[src/rtl/rect_draw_arbiter.sv]
// rect_draw_arbiter
//   Shares the single vga_adapter plot port between NUM_REQ rectangle-draw
//   requesters. A round-robin pick in IDLE grants one requester. LATCH
//   captures its rectangle. DRAW scans it row-major at one pixel per clock,
//   clipping pixels that fall off screen. DONE returns a one-cycle done pulse.
//
// Ports
//   clock, reset     system clock; asynchronous active-high reset
//   req              level request per requester, held until its done pulse
//   req_x/req_y      top-left corner per requester (10/9-bit slices)
//   req_w/req_h      size per requester (10/9-bit slices), 0 = empty
//   req_colour       fill colour per requester (3-bit slices)
//   grant            one-hot, high from LATCH through DONE
//   done             one-cycle pulse on the served requester's bit
//   x, y, colour     pixel to vga_adapter, meaningful only while plot=1
//   plot             vga_adapter write strobe
//   busy             high whenever not IDLE
module rect_draw_arbiter #(
  parameter int NUM_REQ  = 4,
  parameter int SCREEN_W = 320,
  parameter int SCREEN_H = 240
) (
  input  logic                   clock,
  input  logic                   reset,
  input  logic [NUM_REQ-1:0]     req,
  input  logic [NUM_REQ*10-1:0]  req_x,
  input  logic [NUM_REQ*9-1:0]   req_y,
  input  logic [NUM_REQ*10-1:0]  req_w,
  input  logic [NUM_REQ*9-1:0]   req_h,
  input  logic [NUM_REQ*3-1:0]   req_colour,
  output logic [NUM_REQ-1:0]     grant,
  output logic [NUM_REQ-1:0]     done,
  output logic [9:0]             x,
  output logic [8:0]             y,
  output logic [2:0]             colour,
  output logic                   plot,
  output logic                   busy
);

  localparam int IW = $clog2(NUM_REQ);
  localparam logic [9:0] SCR_W = 10'(SCREEN_W);
  localparam logic [8:0] SCR_H = 9'(SCREEN_H);

  typedef enum logic [1:0] {IDLE, LATCH, DRAW, DONE} state_t;

  state_t        state, state_next;
  logic [IW-1:0] ptr, idx, sel_idx;
  logic          sel_valid;
  int unsigned   cand;

  logic [9:0] bx, bw, cx, sx, x_q;
  logic [8:0] by, bh, cy, sy, y_q;
  logic [2:0] bcol, col_q;
  logic       in_view, last_px;

  logic [9:0] rx [NUM_REQ];
  logic [8:0] ry [NUM_REQ];
  logic [9:0] rw [NUM_REQ];
  logic [8:0] rh [NUM_REQ];
  logic [2:0] rc [NUM_REQ];

  for (genvar g = 0; g < NUM_REQ; g++) begin : g_unpack
    assign rx[g] = req_x[g*10 +: 10];
    assign ry[g] = req_y[g*9 +: 9];
    assign rw[g] = req_w[g*10 +: 10];
    assign rh[g] = req_h[g*9 +: 9];
    assign rc[g] = req_colour[g*3 +: 3];
  end

  // Round-robin pick: first set req bit after the last served index, wrapping.
  always_comb begin
    sel_valid = 1'b0;
    sel_idx   = '0;
    cand      = 0;
    for (int unsigned k = 1; k <= NUM_REQ; k++) begin
      cand = 32'(ptr) + k;
      if (cand >= NUM_REQ) cand = cand - NUM_REQ;
      if (!sel_valid && req[cand[IW-1:0]]) begin
        sel_valid = 1'b1;
        sel_idx   = cand[IW-1:0];
      end
    end
  end

  assign sx      = bx + cx;
  assign sy      = by + cy;
  assign in_view = (sx < SCR_W) && (sy < SCR_H);
  assign last_px = (cx == bw - 10'd1) && (cy == bh - 9'd1);

  always_ff @(posedge clock or posedge reset) begin
    if (reset) state <= IDLE;
    else       state <= state_next;
  end

  // All handshake outputs decode from registered state so reset clears them
  // asynchronously; x/y/colour show held copies whenever nothing is plotted.
  always_comb begin
    state_next = state;
    grant      = '0;
    done       = '0;
    plot       = 1'b0;
    busy       = (state != IDLE);
    x          = x_q;
    y          = y_q;
    colour     = col_q;
    case (state)
      IDLE: if (sel_valid) state_next = LATCH;
      LATCH: begin
        grant[idx] = 1'b1;
        state_next = (rw[idx] == '0 || rh[idx] == '0) ? DONE : DRAW;
      end
      DRAW: begin
        grant[idx] = 1'b1;
        plot       = in_view;
        if (in_view) begin
          x      = sx;
          y      = sy;
          colour = bcol;
        end
        if (last_px) state_next = DONE;
      end
      DONE: begin
        grant[idx] = 1'b1;
        done[idx]  = 1'b1;
        state_next = IDLE;
      end
      default: state_next = IDLE;
    endcase
  end

  always_ff @(posedge clock or posedge reset) begin
    if (reset) begin
      ptr   <= IW'(NUM_REQ - 1);
      idx   <= '0;
      bx    <= '0;
      by    <= '0;
      bw    <= '0;
      bh    <= '0;
      bcol  <= '0;
      cx    <= '0;
      cy    <= '0;
      x_q   <= '0;
      y_q   <= '0;
      col_q <= '0;
    end else begin
      case (state)
        IDLE: if (sel_valid) idx <= sel_idx;
        LATCH: begin
          bx   <= rx[idx];
          by   <= ry[idx];
          bw   <= rw[idx];
          bh   <= rh[idx];
          bcol <= rc[idx];
          cx   <= '0;
          cy   <= '0;
        end
        DRAW: begin
          if (cx == bw - 10'd1) begin
            cx <= '0;
            cy <= cy + 9'd1;
          end else begin
            cx <= cx + 10'd1;
          end
          if (in_view) begin
            x_q   <= sx;
            y_q   <= sy;
            col_q <= bcol;
          end
        end
        DONE: ptr <= idx;
        default: ;
      endcase
    end
  end

endmodule

[config.mk]
export PLATFORM = sky130hd
export DESIGN_NAME = rect_draw_arbiter
export DESIGN_NICKNAME = d
export VERILOG_FILES = /design/src/rtl/rect_draw_arbiter.sv
export SDC_FILE = /design/constraint.sdc
export NUM_CORES = 1
export LEC_CHECK = 0
export ABC_AREA = 1
export ABC_CLOCK_PERIOD_IN_PS = 3400
export BUFFER_PORTS_ARGS = -buffer_cell sky130_fd_sc_hd__clkbuf_2
export CORE_MARGIN = 5
export CORE_UTILIZATION = 53
export CTS_CLUSTER_SIZE = 16
export DETAILED_ROUTE_END_ITERATION = 10
export GPL_TIMING_DRIVEN = 0
export PLACE_DENSITY = 0.82
export SLEW_MARGIN = 25
export SYNTH_ARGS = -nofsm -noshare
export SYNTH_HDL_FRONTEND = slang
export SYNTH_SLANG_ARGS = --single-unit
[constraint.sdc]
create_clock -name clock -period 3.4 [get_ports clock]
set_input_delay 0.34 -clock clock [delete_from_list [all_inputs] [get_ports clock]]
set_output_delay 0.34 -clock clock [all_outputs]
set_load 0.05 [all_outputs]
### After elaboration in Yosys (flattened, before gate mapping)

Index checks and enable logic that the tools add are counted.

| operators by class | value |
|---|---|
| equal/unequal tests | 8 |
| add/subtract/negate cells | 14 |
| reduce and logical (&&, ||, !) cells | 19 |
| mux-type cells | 54 |
| bitwise logic cells | 1 |
| order comparisons | 13 |

Operators with widths:

| operator | count |
|---|---|
| 10-bit 2-to-1 mux | 7 |
| 9-bit 2-to-1 mux | 7 |
| 10-bit binary-select mux with 2-bit select | 2 |
| 9-bit binary-select mux with 2-bit select | 2 |
| 2-bit 2-to-1 mux | 10 |
| 10-bit case mux with 2 select lines | 1 |
| 9-bit case mux with 2 select lines | 1 |
| 2-bit by 3-bit < comparator with 1-bit output, second input constant | 5 |
| 3-bit >= comparator, second input constant | 4 |
| 3-bit 2-to-1 mux | 4 |
| 1-bit 2-to-1 mux | 11 |
| 10-bit by 1-bit adder with 10-bit output, second input constant | 1 |
| 10-bit adder | 1 |
| 10-bit == test | 1 |
| 10-bit logical NOT | 1 |
| 10-bit by 9-bit < comparator with 1-bit output, second input constant | 1 |
| 10-bit by 1-bit subtractor with 10-bit output, second input constant | 1 |
| 9-bit by 1-bit adder with 9-bit output, second input constant | 1 |
| 9-bit adder | 1 |
| 9-bit == test | 1 |
| 9-bit logical NOT | 1 |
| 9-bit by 8-bit < comparator with 1-bit output, second input constant | 1 |
| 9-bit by 1-bit subtractor with 9-bit output, second input constant | 1 |
| 1-bit binary-select mux with 2-bit select | 4 |
| other kinds (21) | 39 |

| storage, ports and cells | value |
|---|---|
| input port bits | 170 |
| flip-flop bits (word level) | 88 |
| output and inout bits | 32 |

### Longest topological paths before layout

Gate-level depths: netlist (run 1).

| logic depth | value |
|---|---|
| depth in word-level cells | 17 |
| gate-level depth with buffers | 16 |
| gate-level depth less buffers | 16 |

### Least setup slack after synthesis (run 1)

Ideal clock, no wire load.

| path | value |
|---|---|
| path kind | register -> output |
| start point | reg cx[0] |
| end point | out x[9] |
| path slack | 411 ps |
| data arrival time | 2649 ps |
| path buffers | 1 |
| stages on the path, launching flop included | 14 |
| required time | 3060 ps |
| cells stage by stage | dfrtp_1 > ha_1 > fa_1 > nand3_1 > nand2_2 > nand3_2 > nand2_2 > xor2_2 > nand2_1 > nand2_1 > nand2_1 > nor2_4 > buf_4 > nor2_1 |

| on the way | value |
|---|---|
| cells in the longest elaborated chain, start to end | 5 |

Ends and longest elaborated chain:

| item | RTL line | text |
|---|---|---|
| from (decl) | 51 | `logic [9:0] bx, bw, cx, sx, x_q;` |
| from (signal assigned) | 162 | `cx <= cx + 10'd1;` |
| 10-bit adder (*) | 85 | `assign sx = bx + cx;` |
| 10-bit by 9-bit < comparator with 1-bit output | 87 | `assign in_view = (sx < SCR_W) && (sy < SCR_H);` |
| 1-bit logical AND | 87 |  |
| 10-bit 2-to-1 mux (*) | 115 | `if (in_view) begin` |
| 10-bit 2-to-1 mux (*) | n/a |  |
| to (decl) | 33 | `output logic [9:0] x,` |

Every way passes the cells marked *; elsewhere a longest branch is shown, timed or not.

### Worst setup path in the final report (run 1)

| path | value |
|---|---|
| start point | reg cx[0] |
| end point | out colour[2] |

| on the way | value |
|---|---|
| cells in the longest elaborated chain, start to end | 5 |

Ends and longest elaborated chain:

| item | RTL line | text |
|---|---|---|
| 10-bit adder | 85 |  |
| 10-bit by 9-bit < comparator with 1-bit output | 87 |  |
| 1-bit logical AND | 87 |  |
| 3-bit 2-to-1 mux | 115 |  |
| 3-bit 2-to-1 mux | 106 | `case (state)` |
| to (decl) | 35 | `output logic [2:0] colour,` |

Every way passes these cells.

==> summary.txt, run 1 <==
Synthesis
  – FFs w/ async S/R, synth: 1.00
  – Post-synthesis sequential area ratio: 0.336
  – Avg Cell Area, Syn: 6.75 µm²
  – FF+latch count, synth: 88
  – Post-synth net total: 1168
  – Post-synth EDFFs: 0
  – Yosys cell types: 40
  – Cell Area, Synth: 6560 µm²
  – Ys flop type: dfrtp_1
  – Synth warn: 0
  – Gate Count Post-Synth: 971

Setup path
  – Kind of end point of the critical path: primary output
  – Crit path launch: cx[0]
  – Reg2reg start: cx[0]
  – CP Max Fanout: 10
  – Crit path required time: 3.06 ns
  – WP buf/inv: 2
  – Crit-path max cell delay: 0.46 ns
  – Worst path top cell family by delay: simple AND/OR/NAND/NOR gates
  – R2R Setup Slk: 1.00 ns
  – Setup crit end: colour[2]
  – Startpoint Class: flip-flop
  – CP Depth: 14
  – CP cell instances: ha_2 -> fa_2 -> nand3_1 -> nand2_2 -> nand3_2 -> nand2_2 -> xor2_2 -> nand2_1 -> nand2_1 -> nand2_1 -> clkbuf_4 -> o21ai_1 -> nand2_1 -> clkbuf_4
  – Data arrival, critical path: 2.85 ns
  – R2R depth: 13
  – Most used cell, CP: nand2_1
  – Critical path class: reg -> out
  – R2r endpoint: y_q[3]
  – Critical-path top delay cell: dfrtp_2

Clocking
  – CTS Buf Count: 9
  – Worst-Skew Late Latency: 0.35 ns
  – Clk sink count: 88
  – CTS tree: done
  – Clock transition at path regs: 0.06 ns
  – Clk buf depth: 2
  – H-tree level count: 3
  – Root buffer cell: clkbuf_16
  – Post-CTS Hold Buffers: 0

STA
  – Endpoints failing hold: 0
  – Final WS setup: 0.214 ns
  – Worst Tran Pin Value: 0.955 ns
  – Fin Hold WS: 0.00739 ns
  – Clock period minus worst slack: 3.19 ns
  – Slew Limit Headroom: 0.361
  – Fin crit share: 0.937
  – Worst Clk Skew: 0.00513 ns
  – Fmax: 314 MHz
  – Slew Viols, Final: 0
  – Setup violations, final: 0
  – Unrepaired setup endpoints after global routing: false

Routing
  – Final WL: 20300 µm
  – Drt first pass iters: 5
  – Drt drc: 0
  – Via Count: 7040
  – Mean routed wirelength per cell: 14.9 µm
  – Antenna Nets Post-Route: 0
  – DRT iter0 DRCs: 494
  – Vias per cell: 5.18

Power and ir drop
  – Internal power: 3400 µW
  – Clock share of power: 0.126
  – Switching share of power: 0.540
  – Pwr Density: 907 nW/µm²
  – Combinational share of power: 0.637
  – Maximum VDD drop: 675 µV
  – Sw Pwr: 4000 µW
  – Power, Total: 7400 µW
  – Leakage power: 0.00440 µW
  – Reg power frac: 0.237

Floorplanning
  – I/O pins: 202
  – Die Width: 121 µm
  – Core ar.: 12100 µm²
  – DIE HEIGHT: 121 µm
  – Starting density of the core: 0.543
  – Die Area: 14700 µm²
  – # rows: 40

Place
  – RePlAce Congestion: 0.873
  – DP Area: 7800 µm²
  – Detailed Place HPWL: 16400 µm
  – Buffers on Ports: 201
  – Post-place setup slack: 0.294 ns

Layout
  – Area grow syn2layout: 24.5%
  – Fillers: 1102
  – # nets final: 1383
  – Final Cell Area: 8160 µm²
  – Layout cells sized above 1: 0.223
  – ANT cells: 0

Global routing
  – Initial antenna violation count: 0
  – First-pass GRT wire length: 32200 µm
  – Vias in the first global route: 6833
  – Largest net degree at the start of global routing: 55
  – GRT overflow: 0
  – Overall routing resource usage: 0.277

Hold path
  – HP Class: in -> async

Flow run
  – Max Cap Viol: 0

Status
  – Status: finished, final reports clean
cells in the final DEF, fill, tap and decap left out, types with 15 or more instances in the layout:
master    count
nand4_1      20
nor2_1       81
nand3_1      96
o21ai_0      55
ha_1         23
a21oi_1      15
xor2_1       26
dfrtp_1      84
clkbuf_2    181
clkbuf_4     15
nand2_1     357
clkbuf_1     22
inv_1        79
a22oi_1      16
synth_stat cells (2+ instances only):
master | count | share of area
dfrtp_1 | 86 | 0.33
nor2_2 | 2 | 0.0019
inv_1 | 80 | 0.046
nand2_1 | 357 | 0.20
nand3b_1 | 4 | 0.0046
dfstp_2 | 2 | 0.0080
nand2_4 | 3 | 0.0052
a22oi_1 | 16 | 0.018
o22ai_2 | 4 | 0.0076
a31oi_1 | 4 | 0.0038
ha_1 | 25 | 0.048
o21ai_0 | 59 | 0.045
buf_4 | 2 | 0.0023
nor3_1 | 3 | 0.0023
nand4_1 | 20 | 0.019
a21oi_1 | 15 | 0.011
or2_2 | 2 | 0.0019
buf_2 | 8 | 0.0061
clkbuf_1 | 21 | 0.012
nor2_4 | 4 | 0.0069
buf_1 | 4 | 0.0023
a41oi_1 | 10 | 0.013
fa_1 | 2 | 0.0061
nand2_2 | 3 | 0.0029
clkbuf_2 | 2 | 0.0015
nor2_1 | 81 | 0.046
xnor2_1 | 11 | 0.015
inv_2 | 4 | 0.0023
and2_1 | 3 | 0.0029
o21ai_1 | 2 | 0.0015
o21bai_1 | 3 | 0.0034
nand3_1 | 96 | 0.073
xor2_1 | 26 | 0.035
routing by layer:
layer	vias up	wire (µm)	global-route usage
li1	3572	-	-
met5	-	0	0
met1	3102	8570	0.337
met4	0	678	0.123
met3	47	1600	0.0466
met2	319	9420	0.481
registers in the layout, indices dropped and copies added (netlist names):
register and count:
bcol 3, bh 9, bw 10, bx 10, by 9, col_q 3, cx 10, cy 9
idx 2, ptr 2, state 2, x_q 10, y_q 9
worst min path at each step:
stage | endpoint | slack [ns] | from
final | bx[5] | 0.007 | reset
after global routing | by[3] | 0.06 | reset
after CTS | x_q[8] | 0.02 | reset
after global placement | y_q[8] | 0.47 | y_q[8]
after floorplan | bcol[1] | 0.45 | bcol[1]
after detailed placement | bx[1] | 0.38 | reset
cells by family (layout without fill, tap and decap cells):
logic type	count (synthesis)	count (layout)	synth area share
AND/OR/NAND/NOR	580	580	0.376
buffers and inverters	123	343	0.0746
AO/OA/AOI/OAI	115	115	0.107
flip-flops	88	88	0.336
XOR/XNOR	38	38	0.0519
adder cells (fa/ha/maj)	27	27	0.0538
final cells by class:
cell class                 count  area, µm²  area share
multi-input combinational    760       3870       0.474
clock inverter                 6       43.8     0.00537
clock buffer                  10        229      0.0281
tap                          168        210      0.0258
timing repair buffer         204       1100       0.135
sequential                    88       2210       0.271
buffer                        38        175      0.0215
inverter                      85        322      0.0394
worst reg2reg max path: stages, from the launching register on:
cell	delay [ns]
dfrtp_2	0.46
ha_2	0.23
fa_2	0.37
nand3_1	0.11
nand2_2	0.09
nand3_2	0.08
nand2_2	0.06
xor2_2	0.15
nand2_1	0.08
nand2_1	0.07
nand2_1	0.11
clkbuf_4	0.21
o21ai_0	0.16
nand2_1	0.11
stage by stage:
step	util	TNS, ns	instances
after global placement	0.644	-11.23	1340
after CTS	0.674	0	1357
after detailed placement	0.647	0	1341
final	0.676	0	1359
after global routing	0.676	0	1359
after floorplan	-	0	971
power by group through the flow:
stage / combinational (µW) / clock [µW] / sequential [µW]
finish: 4720 / 931 / 1750
global placement: 4460 / 0 / 1750
global route: 5220 / 982 / 1800
CTS: 4660 / 939 / 1750
detailed placement: 4550 / 0 / 1760
floorplan: 3400 / 0 / 1680
what timing repair did:
| action | 4_1_cts | 5_1_grt |
|---|---|---|
| gates resized for setup | 20 | 20 |
| pin swaps | 0 | 1 |
| setup endpoints to repair | 18 | 23 |
| buffers inserted | 0 | 2 |
| cloned | 0 | 0 |
No activity file was read; power rests on OpenSTA's default activity.
==> inputs of run 2 (changes only) <==
- SETUP_SLACK_MARGIN: not set -> 0.4
==> summary.txt, run 2 (synthesized netlist as in run 1, its figures left out) <==
STA
  – Slew Viols, Final: 0 (unchanged)
  – Final WS setup: 0.238 ns (was 0.214 ns)
  – Fmax: 316 MHz (was 314 MHz)
  – Fin crit share: 0.930 (was 0.937)
  – Endpoints failing hold: 0 (unchanged)
  – Setup violations, final: 0 (unchanged)
  – Clock period minus worst slack: 3.16 ns (was 3.19 ns)
  – Unrepaired setup endpoints after global routing: true (was false)
  – Worst Clk Skew: 0.00432 ns (was 0.00513 ns)
  – Fin Hold WS: 0.00405 ns (was 0.00739 ns)
  – Slew Limit Headroom: 0.328 (was 0.361)
  – Worst Tran Pin Value: 1.01 ns (was 0.955 ns)

Hold path
  – HP Class: in -> async (unchanged)

Routing
  – Drt drc: 0 (unchanged)
  – Drt first pass iters: 5 (unchanged)
  – Mean routed wirelength per cell: 15.6 µm (was 14.9 µm)
  – Final WL: 21400 µm (was 20300 µm)
  – Antenna Nets Post-Route: 0 (unchanged)
  – Via Count: 7272 (was 7040)
  – Vias per cell: 5.28 (was 5.18)
  – DRT iter0 DRCs: 528 (was 494)

Place
  – DP Area: 7800 µm² (unchanged)
  – Post-place setup slack: 0.294 ns (unchanged)
  – RePlAce Congestion: 0.873 (unchanged)
  – # placed instances: 1341 (unchanged)
  – Detailed Place HPWL: 16400 µm (unchanged)
  – Buffers on Ports: 201 (unchanged)

Setup path
  – Data arrival, critical path: 2.82 ns (was 2.85 ns)
  – R2R Setup Slk: 0.93 ns (was 1.00 ns)
  – Startpoint Class: flip-flop (unchanged)
  – Crit path required time: 3.06 ns (about the same)
  – Kind of end point of the critical path: primary output (unchanged)
  – CP Max Fanout: 10 (unchanged)
  – Critical path class: reg -> out (unchanged)

Layout
  – ANT cells: 0 (unchanged)
  – Fillers: 967 (was 1102)
  – Layout cells sized above 1: 0.278 (was 0.223)
  – Final Cell Area: 8760 µm² (was 8160 µm²)
  – # nets final: 1401 (was 1383)
  – Layout Cells excl Fill: 1377 (was 1359)
  – Area grow syn2layout: 33.7% (was 24.5%)
  – Most common cell after layout, fill and taps aside: nand2_1 (unchanged)
  – Most frequent cells in the layout: 334 x nand2_1, 179 x clkbuf_2, 93 x nand3_1, 80 x nor2_1, 79 x inv_1 (was 357 x nand2_1, 181 x clkbuf_2, 96 x nand3_1, 84 x dfrtp_1, 81 x nor2_1)

Power and ir drop
  – Pwr Density: 923 nW/µm² (was 907 nW/µm²)
  – Maximum VDD drop: 673 µV (was 675 µV)
  – Leakage power: 0.00460 µW (was 0.00440 µW)

Clocking
  – CTS Buf Count: 9 (unchanged)
  – Clk sink count: 88 (unchanged)
  – Worst-Skew Late Latency: 0.35 ns (about the same)
  – Post-CTS Hold Buffers: 0 (unchanged)
  – Root buffer cell: clkbuf_16 (unchanged)
  – Clock transition at path regs: 0.06 ns (about the same)
  – CTS tree: done (unchanged)
  – H-tree level count: 3 (unchanged)
  – Clk buf depth: 2 (unchanged)

Status
  – Status: finished, final reports clean (unchanged)

Floorplanning
  – Die Area: 14700 µm² (unchanged)
  – # rows: 40 (unchanged)
  – Starting density of the core: 0.543 (unchanged)
  – DIE HEIGHT: 121 µm (unchanged)
  – Core ar.: 12100 µm² (unchanged)
  – I/O pins: 202 (unchanged)
  – Die Width: 121 µm (unchanged)

Global routing
  – Vias in the first global route: 7018 (was 6833)
  – Overall routing resource usage: 0.283 (was 0.277)
  – First-pass GRT wire length: 33000 µm (was 32200 µm)
  – Largest net degree at the start of global routing: 55 (unchanged)
  – GRT overflow: 0 (unchanged)
  – Initial antenna violation count: 0 (unchanged)

Flow run
  – Max Cap Viol: 0 (unchanged)
==> run 2: power by group <==
part / switching [µW] / internal (µW)
sequential: 348 / 1450
clock: 428 / 499
combinational: 3480 / 1880
==> run 2: final timing paths <==
check	startpoint	end	cells past startpoint
worst max-delay path	bx[0]	x[6]	14
worst min-delay path	reset	bx[4]	2
worst max register to register	bx[0]	y_q[4]	14
worst min register to register	x_q[9]	x_q[9]	2
max in group asynchronous	reset	ptr[0]	3
min in group clock	req_x[24]	bx[4]	3
==> run 2: per-layer routing <==
layer | up-vias | track usage | routed length [µm]
met3 | 66 | 0.0517 | 1870
met4 | 0 | 0.136 | 973
met2 | 391 | 0.493 | 10000
li1 | 3616 | - | -
met5 | - | 0 | 0
met1 | 3199 | 0.337 | 8550
==> run 2: timing repair <==
item,4_1_cts,5_1_grt
setup buffers,10,9
gates cloned,1,0
setup endpoints to repair,25,23
resized for setup,88,68
pin swaps,4,4
==> run 2: cell type report <==
cell class / count / area [µm²] / share of cell area
Multi-Input combinational cell: 760 / 4160 / 0.474
Sequential cell: 88 / 2220 / 0.253
Clock buffer: 10 / 229 / 0.0261
Buffer: 38 / 189 / 0.0216
Inverter: 85 / 322 / 0.0367
Timing Repair Buffer: 222 / 1400 / 0.159
Tap cell: 168 / 210 / 0.0240
Clock inverter: 6 / 43.8 / 0.00500
==> run 2: worst max-delay path: stages, from the launching register on <==
cell	delay (ns)
dfrtp_1	0.42
ha_4	0.18
fa_2	0.35
nand3_2	0.10
nand2_2	0.09
nand3_2	0.08
nand2_2	0.06
xor2_2	0.15
nand2_1	0.08
nand2_1	0.10
nand2_2	0.10
clkbuf_4	0.20
o21ai_0	0.25
nand2_1	0.13
clkbuf_8	0.20
==> run 2: metrics by stage <==
| step | setup TNS (ns) | utilization | total power [µW] |
|---|---|---|---|
| after floorplan | 0 | - | 5070 |
| after global placement | -11.23 | 0.644 | 6210 |
| after detailed placement | 0 | 0.647 | 6310 |
| after CTS | 0 | 0.705 | 7720 |
| after global routing | 0 | 0.727 | 8680 |
| final | 0 | 0.727 | 8090 |
==> inputs of run 3 (changes only) <==
- RECOVER_POWER: not set -> 50
==> summary.txt, run 3 (synthesized netlist as in run 1, its figures left out) <==
Status
  – Status: finished with violations (was finished, final reports clean)
  – Violated checks: capacitance limit, slew limit

Setup path
  – Kind of end point of the critical path: primary output (unchanged)
  – Crit path required time: 3.06 ns (about the same)
  – Startpoint Class: flip-flop (unchanged)
  – Data arrival, critical path: 2.81 ns (was 2.82 ns)
  – CP Max Fanout: 10 (unchanged)
  – Critical path class: reg -> out (unchanged)

Global routing
  – First-pass GRT wire length: 33000 µm (unchanged)
  – Largest net degree at the start of global routing: 55 (unchanged)
  – Overall routing resource usage: 0.283 (unchanged)
  – GRT overflow: 0 (unchanged)
  – Initial antenna violation count: 0 (unchanged)
  – Vias in the first global route: 7018 (unchanged)

Layout
  – Most frequent cells in the layout: 334 x nand2_1, 176 x clkbuf_2, 93 x nand3_1, 81 x nor2_1, 80 x inv_1 (was 334 x nand2_1, 179 x clkbuf_2, 93 x nand3_1, 80 x nor2_1, 79 x inv_1)
  – Util after Layout: 0.722 (was 0.727)
  – ANT cells: 0 (unchanged)
  – # nets final: 1401 (unchanged)
  – Layout cells sized above 1: 0.270 (was 0.278)
  – Area grow syn2layout: 32.9% (was 33.7%)
  – Most common cell after layout, fill and taps aside: nand2_1 (unchanged)

STA
  – Worst Tran Pin Value: 1.51 ns (was 1.01 ns)
  – Endpoints failing hold: 0 (unchanged)
  – Unrepaired setup endpoints after global routing: true (unchanged)
  – Fmax: 317 MHz (was 316 MHz)
  – Setup violations, final: 0 (unchanged)
  – Fin crit share: 0.927 (was 0.930)
  – Slew Limit Headroom: -0.0123 (was 0.328)
  – Slew Viols, Final: 36 (was 0)
  – Clock period minus worst slack: 3.15 ns (was 3.16 ns)
  – Post-Route Setup TNS: 0 ns (unchanged)
  – Worst Clk Skew: 0.00611 ns (was 0.00432 ns)

Power and ir drop
  – Leakage power: 0.00455 µW (was 0.00460 µW)
  – Power, Total: 8050 µW (was 8090 µW)
  – Combinational share of power: 0.661 (was 0.662)
  – Maximum VDD drop: 659 µV (was 673 µV)
  – Pwr Density: 924 nW/µm² (was 923 nW/µm²)
  – Clock share of power: 0.116 (was 0.115)
  – Sw Pwr: 4240 µW (was 4260 µW)
  – Reg power frac: 0.224 (was 0.223)
  – Internal power: 3810 µW (was 3830 µW)
  – Switching share of power: 0.526 (about the same)

Routing
  – Mean routed wirelength per cell: 15.5 µm (was 15.6 µm)
  – Antenna Nets Post-Route: 0 (unchanged)
  – Drt first pass iters: 5 (unchanged)
  – Vias per cell: 5.27 (was 5.28)
  – Via Count: 7263 (was 7272)
  – Drt drc: 0 (unchanged)
  – DRT iter0 DRCs: 504 (was 528)
  – Final WL: 21400 µm (about the same)

Clocking
  – Post-CTS Hold Buffers: 0 (unchanged)
  – Clk buf depth: 2 (unchanged)
  – Root buffer cell: clkbuf_16 (unchanged)
  – H-tree level count: 3 (unchanged)
  – Clock transition at path regs: 0.06 ns (about the same)
  – Clk sink count: 88 (unchanged)
  – CTS Buf Count: 9 (unchanged)
  – Worst-Skew Late Latency: 0.35 ns (about the same)
  – CTS tree: done (unchanged)

Place
  – RePlAce Congestion: 0.873 (unchanged)
  – Buffers on Ports: 201 (unchanged)
  – Detailed Place HPWL: 16400 µm (unchanged)

Floorplanning
  – Core ar.: 12100 µm² (unchanged)
  – Die Width: 121 µm (unchanged)
  – I/O pins: 202 (unchanged)
  – DIE HEIGHT: 121 µm (unchanged)
  – Die Area: 14700 µm² (unchanged)
  – Starting density of the core: 0.543 (unchanged)
  – # rows: 40 (unchanged)

Hold path
  – HP Class: in -> reg (was in -> async)

Flow run
  – Max Cap Viol: 1 (was 0)
run 3: changes by cell type in the layout (fill, tap and decap cells not counted), sizes merged:
cell / change
clkbuf: +3
clkinvlp: +1
buf: -3
inv: -1
run 3: per-stage QoR:
step / hold WS, ns / instance area, µm² / instances / setup WS, ns
2_1_floorplan: 0.449 / 6560 / 971 / 0.411
3_3_place_gp: 0.473 / 7770 / 1340 / -0.137
3_5_place_dp: 0.376 / 7800 / 1341 / 0.294
4_1_cts: 0.0155 / 8500 / 1368 / 0.364
5_1_grt: 0.292 / 8710 / 1377 / 0.0986
6_report: 0.271 / 8710 / 1377 / 0.250
run 3: worst paths after layout:
check | from | to | slack, ns | cells after the start
max | bx[0] | x[6] | 0.25 | 14
min | req_x[24] | bx[4] | 0.27 | 3
max reg2reg | idx[1] | bx[3] | 0.72 | 6
min reg2reg | x_q[9] | x_q[9] | 0.50 | 2
max in group asynchronous | reset | cy[0] | 1.14 | 3
min in group asynchronous | reset | bx[4] | 0.32 | 2
run 3: what timing repair did:
item | in CTS | in global routing
cloned | 1 | 0
pin swaps | 4 | 4
gates resized for setup | 88 | 68
setup buffers | 10 | 9
endpoints found under the setup margin | 25 | 23
endpoints found under the hold margin | 0 | 0
run 3: area by class of cell:
cell class / instances / area [µm²]
buffer: 38 / 186
clock buffer: 10 / 229
clock inverter: 6 / 43.8
fill: 979 / 3350
inverter: 85 / 320
multi-input combinational: 760 / 4140
sequential: 88 / 2220
tap: 168 / 210
timing repair buffer: 222 / 1370
run 3: worst max-delay path, stage by stage (launching register included):
cell and delay [ns]:
dfrtp_1 0.42, ha_4 0.18, fa_2 0.35, nand3_2 0.10, nand2_2 0.09, nand3_2 0.08, nand2_2 0.06, xor2_2 0.15
nand2_1 0.08, nand2_1 0.10, nand2_2 0.10, clkbuf_4 0.20, o21ai_0 0.24, nand2_1 0.13, clkbuf_8 0.20
run 3: power by group through the flow:
stage          logic, µW  clock network [µW]  registers, µW
6_report            5320                 930           1800
5_1_grt             5820                 982           1850
4_1_cts             5010                 939           1770
3_5_place_dp        4550                   0           1760
3_3_place_gp        4460                   0           1750
2_1_floorplan       3400                   0           1680
run 3: metal layers:
metal / track usage / vias up / part of all wire
li1: - / 3612 / -
met1: 0.337 / 3206 / 0.40
met2: 0.493 / 380 / 0.47
met3: 0.0517 / 65 / 0.086
met4: 0.136 / 0 / 0.045
met5: 0 / - / 0
